**src/rtl/data_addr_gen.sv**
```systemverilog
// Convolution window address generator: sweeps kernel offsets (kx, ky) inside
// each window base (bx, by) for one square feature-map pass.
//
// state    | meaning
// IDLE     | waiting for start; illegal configs pulse err here
// WAIT_MEM | config latched, waiting for data RAM ready
// RUN      | issuing read addresses, held off by stall
// DONE     | single-cycle done pulse before returning to IDLE
module data_addr_gen #(
  parameter int RAM_NUM = 32,
  parameter int ADDR_DW = 5,
  parameter int ROWS    = 8
) (
  input  logic               clk,
  input  logic               rst_n,
  input  logic               start,
  input  logic [5:0]         IN_DIM,
  input  logic [3:0]         KERNEL_DIM,
  input  logic [1:0]         STRIDE,
  input  logic               mem_sig,
  input  logic               stall,
  output logic [7:0]         addr_r_x,
  output logic [3:0]         addr_r_y,
  output logic [ADDR_DW-1:0] ram_select_r_x,
  output logic [ADDR_DW-1:0] ram_select_r_y,
  output logic               data_out_valid,
  output logic               tile_last,
  output logic               busy,
  output logic               done,
  output logic               err
);

  typedef enum logic [1:0] {IDLE, WAIT_MEM, RUN, DONE} state_t;

  state_t      state, state_nx;
  logic [5:0]  in_dim_q;
  logic [3:0]  k_q;
  logic [1:0]  s_q;
  logic [7:0]  kx, bx, by;
  logic [3:0]  ky;
  logic        valid_q, last_q, done_q, err_q, busy_q;

  logic        cfg_illegal, accept;
  logic [3:0]  k_m1;
  logic [7:0]  lim, step_x;
  logic        kx_end, ky_end, win_end, bx_end, by_end, pass_end;
  logic        advance, valid_nx;
  logic [7:0]  kx_n, bx_n, by_n;
  logic [3:0]  ky_n;
  logic [7:0]  kx_sel;
  logic [3:0]  ky_sel;

  assign cfg_illegal = (KERNEL_DIM == 4'd0) || (STRIDE == 2'd0) ||
                       ({2'b00, KERNEL_DIM} > IN_DIM) ||
                       (32'(IN_DIM) > RAM_NUM);
  assign accept      = (state == IDLE) && start && !cfg_illegal;

  // Bounds are computed at 8 bits so base + step never wraps before the compare.
  assign k_m1     = k_q - 4'd1;
  assign lim      = {2'b00, in_dim_q} - {4'b0000, k_q};
  assign step_x   = 8'(s_q) * 8'(ROWS);
  assign kx_end   = (kx == {4'b0000, k_m1});
  assign ky_end   = (ky == k_m1);
  assign win_end  = kx_end && ky_end;
  assign bx_end   = (bx + step_x) > lim;
  assign by_end   = (by + {6'b000000, s_q}) > lim;
  assign pass_end = win_end && bx_end && by_end;

  // Counters move on the edge that closes a valid cycle.
  assign advance  = (state == RUN) && valid_q && !pass_end;
  assign valid_nx = (state_nx == RUN) && !stall;

  always_comb begin
    kx_n = kx;
    ky_n = ky;
    bx_n = bx;
    by_n = by;
    if (!kx_end) begin
      kx_n = kx + 8'd1;
    end else begin
      kx_n = 8'd0;
      if (!ky_end) begin
        ky_n = ky + 4'd1;
      end else begin
        ky_n = 4'd0;
        if (!bx_end) begin
          bx_n = bx + step_x;
        end else begin
          bx_n = 8'd0;
          by_n = by + {6'b000000, s_q};
        end
      end
    end
  end

  assign kx_sel = advance ? kx_n : kx;
  assign ky_sel = advance ? ky_n : ky;

  always_ff @(posedge clk) begin
    if (!rst_n) state <= IDLE;
    else        state <= state_nx;
  end

  always_comb begin
    state_nx = state;
    case (state)
      IDLE:     if (accept) state_nx = WAIT_MEM;
      WAIT_MEM: if (mem_sig) state_nx = RUN;
      RUN:      if (valid_q && pass_end) state_nx = DONE;
      DONE:     state_nx = IDLE;
      default:  state_nx = IDLE;
    endcase
  end

  // Outputs are registered from the next state so they line up with it.
  always_ff @(posedge clk) begin
    if (!rst_n) begin
      in_dim_q <= '0;
      k_q      <= '0;
      s_q      <= '0;
      kx       <= '0;
      ky       <= '0;
      bx       <= '0;
      by       <= '0;
      valid_q  <= 1'b0;
      last_q   <= 1'b0;
      done_q   <= 1'b0;
      err_q    <= 1'b0;
      busy_q   <= 1'b0;
    end else begin
      err_q   <= (state == IDLE) && start && cfg_illegal;
      done_q  <= (state_nx == DONE);
      busy_q  <= (state_nx == WAIT_MEM) || (state_nx == RUN);
      valid_q <= valid_nx;
      last_q  <= valid_nx && (kx_sel == {4'b0000, k_m1}) && (ky_sel == k_m1);
      if (accept) begin
        in_dim_q <= IN_DIM;
        k_q      <= KERNEL_DIM;
        s_q      <= STRIDE;
        kx       <= '0;
        ky       <= '0;
        bx       <= '0;
        by       <= '0;
      end else if (advance) begin
        kx <= kx_n;
        ky <= ky_n;
        bx <= bx_n;
        by <= by_n;
      end
    end
  end

  assign addr_r_x       = kx;
  assign addr_r_y       = ky;
  assign ram_select_r_x = bx[ADDR_DW-1:0];
  assign ram_select_r_y = by[ADDR_DW-1:0];
  assign data_out_valid = valid_q;
  assign tile_last      = last_q;
  assign busy           = busy_q;
  assign done           = done_q;
  assign err            = err_q;

endmodule

```
**config.mk**
```make
export PLATFORM = sky130hd
export DESIGN_NAME = data_addr_gen
export DESIGN_NICKNAME = d
export VERILOG_FILES = /design/src/rtl/data_addr_gen.sv
export SDC_FILE = /design/constraint.sdc
export NUM_CORES = 1
export LEC_CHECK = 0
export ABC_AREA = 1
export ABC_CLOCK_PERIOD_IN_PS = 5180
export BUFFER_PORTS_ARGS = -buffer_cell sky130_fd_sc_hd__buf_4
export CAP_MARGIN = 30
export CORE_ASPECT_RATIO = 1.5
export CORE_MARGIN = 3
export CORE_UTILIZATION = 55
export DETAILED_ROUTE_END_ITERATION = 12
export GPL_ROUTABILITY_DRIVEN = 0
export PLACE_DENSITY = 0.77
export SYNTH_ARGS = -nofsm -noshare
export SYNTH_HDL_FRONTEND = slang
export SYNTH_SLANG_ARGS = --single-unit
```
**constraint.sdc**
```tcl
create_clock -name clk -period 5.18 [get_ports clk]
set_clock_uncertainty 0.05 [all_clocks]
set_input_delay 0.518 -clock clk [delete_from_list [all_inputs] [get_ports clk]]
set_output_delay 0.518 -clock clk [all_outputs]
set_load 0.02 [all_outputs]
```
==> impl_metrics.toml <==
[power]
power.internal_uw = 573
seq_power_share_pct = 41.6
peakVddDrop_v = 0.000225
clock_power_share_pct = 31.0
netSwitchingPower_uw = 280
p_leak_nw = 1.88
powerDensity_mw_per_mm2 = 229
p_sw_share_pct = 32.8
power.share.combinational_pct = 27.4

[clocking]
htreeDepth = 2
worstSkewPairLatency_ns = 0.30
cts_hold_repair.buffers = 0
cts_root_buf = "clkbuf_8"
cts_max_path_buffers = 2
clkSinkCount = 44
cts_tree = "done"
cts_resized = 0
post_cts_buffers = 0
numCtsBuffers = 5
path_clk_slew_ns = 0.08

[cells_and_area]
n_fill_cell = 566
diodes = 0
fin_area_mm2 = 0.00372
final_nets = 581
drive_above_1_share_pct = 12.5
fin_util_pct = 63.4
synthToLayoutAreaGrowth_pct = 11.1

[worst_hold_path]
holdCritStartpoint = "stall"
min_path_type = "input port to flip-flop"

[floorplan]
num_rows = 34
die_x_um = 69.7
start_util_pct = 57.1
die_y_um = 102
die-area_mm2 = 0.00708
core_region_area_mm2 = 0.00587
ios = 44

[global_route]
antenna_found_initial = 0
overflow = 0
grt_max_degree = 26
grt_use_total_pct = 23.6
grt_pass1_wl_um = 13700
grt_pass1_vias = 3089

[timing]
slew_headroom_pct = 34.5
fin_crit_ns = 4.07
timing.setup.tns_ns = 0
holdWs_ns = 0.330
max_freq_mhz = 246
setup_viol = 0
hold_viol = 0
slew_viol_final = 0
rsz0062_at_grt = "no"
max_slew.worst_pin.slew_ns = 0.979
fin_crit_sh_pct = 78.5

[critical_path]
cp_slowest_stage_delay_ns = 0.47
crit_required_ns = 5.37
r2r-start = "k_q[0]"
cp.arrival_ns = 4.25
startpoint_type = "flip-flop"
path_buf_inv = 4
worstSetupEndpointType = "flip-flop"
worst_path_max_delay_cell = "dfxtp_1"
criticalPathCategory = "flip-flop to flip-flop"
timing.critical_path.mode_cell = "nand2_1"
crit_start = "k_q[0]"
cp_max_fo = 15
crit_family = "simple AND/OR/NAND/NOR gates"

[yosys]
ys_types = 35
syn_area_per_cell_um2 = 6.66
synth_area_mm2 = 0.00335
yosysSeqAreaShare_pct = 26.3
synth-seq-cells = 44
synth_cells = 503
ys_warn_count = 0

[place]
dpl.hpwl_um = 6160
portBuffers = 40
place_area_mm2 = 0.00361

[outcome]
status = "completed"

[drt]
vias = 3239
wire_per_inst_um = 12.8
drc = 0
ant_nets = 0
wirelength_um = 7770
firstDrtPassIters = 5
drt_first_iter_violations = 127
viasPerCell = 5.34

[flow_run]
cap_violations = 0
## registers in the layout, indices dropped and copies added, names as in the netlist
signal and count:
addr_r_x 8, by 8, in_dim_q 6, bx 5, addr_r_y 4, k_q 4
s_q 2, state 2, busy 1, data_out_valid 1, done 1, err 1
tile_last 1
## path summary, 6_finish.rpt
check	endpoint	slack [ns]	cells after the start
setup / recovery	tile_last	1.11	27
hold / removal	data_out_valid	0.33	2
setup reg to reg	tile_last	1.11	27
hold reg to reg	by[6]	0.42	2
## placed cells by master (no fill, tap or decap), types with 4 or more instances in the layout
cell and n:
nand3_1 48, nor2_1 47, inv_2 4, dfxtp_1 44, xor2_1 18, a211oi_1 4, o21ai_0 17, ha_1 28
nand4_1 10, clkbuf_8 5, nand2_1 111, inv_1 76, buf_4 40, nand2_2 6, a21oi_1 39, nor3_1 7
## kinds of logic (layout without fill, tap and decap cells)
kind of cell | Yosys count | in the layout | synth area share (%)
other | 1 | 3 | 0.112
buffers and inverters | 99 | 128 | 12.9
and+or+nand+nor | 240 | 240 | 31.8
AOI/OAI and AO/OA | 69 | 69 | 11.7
xor gates and xnor gates | 19 | 19 | 4.97
adders and majority gates | 31 | 31 | 12.3
DFF | 44 | 44 | 26.3
## synth_stat cells
library cell | instances | area share [%]
nand3b_1 | 3 | 0.67
inv_2 | 4 | 0.45
a31oi_1 | 2 | 0.37
clkbuf_1 | 4 | 0.45
nand3_2 | 2 | 0.60
nand2_1 | 111 | 12
a21oi_1 | 39 | 5.8
conb_1 | 1 | 0.11
buf_4 | 10 | 2.2
clkbuf_2 | 1 | 0.15
nor2b_2 | 1 | 0.26
nand2_2 | 6 | 1.1
ha_1 | 28 | 10
a21boi_0 | 1 | 0.22
xnor2_1 | 1 | 0.26
xor2_1 | 18 | 4.7
o22ai_1 | 1 | 0.19
nor3_1 | 7 | 1.0
a21oi_2 | 1 | 0.26
o41ai_1 | 1 | 0.26
nor2_2 | 2 | 0.37
nor3_2 | 1 | 0.30
nand3_1 | 48 | 7.2
buf_1 | 1 | 0.11
dfxtp_1 | 44 | 26
nand4_1 | 10 | 1.9
nand2_4 | 2 | 0.67
buf_6 | 3 | 1.0
fa_1 | 3 | 1.8
o21bai_4 | 1 | 0.56
o21ai_0 | 17 | 2.5
nor2_1 | 47 | 5.3
inv_1 | 76 | 8.5
a211oi_1 | 4 | 0.90
o2111ai_1 | 2 | 0.52
## worst reg2reg max path, delay by kind of cell, from the launching register on
kind | cells | cell delay (ns)
compound gates | 3 | 0.38
fa+ha+maj | 4 | 1.09
buf+inv | 4 | 0.32
flops | 1 | 0.47
simple gates | 16 | 1.71
## through the flow
stage / total power, mW / setup WS [ns] / std cells
floorplan: 0.537 / 1.66 / 505
global placement: 0.590 / 1.34 / 598
detailed placement: 0.597 / 1.14 / 598
CTS: 0.862 / 1.11 / 606
global route: 0.920 / 0.521 / 606
finish: 0.853 / 1.11 / 606
## power by group through the flow
| stage | registers [mW] | logic [mW] | clock network (mW) |
|---|---|---|---|
| 3_3_place_gp | 0.363 | 0.227 | 0 |
| 5_1_grt | 0.357 | 0.272 | 0.291 |
| 6_report | 0.355 | 0.233 | 0.265 |
| 3_5_place_dp | 0.363 | 0.234 | 0 |
| 2_1_floorplan | 0.363 | 0.173 | 0 |
| 4_1_cts | 0.355 | 0.235 | 0.272 |
## area by class of cell
class                      instances  area [µm²]  share of cell area, %
multi-input combinational        362        2040                   54.9
sequential                        44         881                   23.7
timing repair buffer              40         300                   8.07
inverter                          80         300                   8.07
tap                               72        90.1                   2.42
clock buffer                       6        72.6                   1.95
clock inverter                     2        35.0                  0.941
## metal layers
metal / vias to the layer above / track usage (%) / share of wire [%]
met2: 72 / 44.4 / 53
met3: 18 / 3.28 / 3.5
met4: 0 / 10.8 / 3.1
met1: 1473 / 26.2 / 40
li1: 1676 / - / -
met5: - / 0 / 0
No activity file was read; power rests on OpenSTA's default activity.
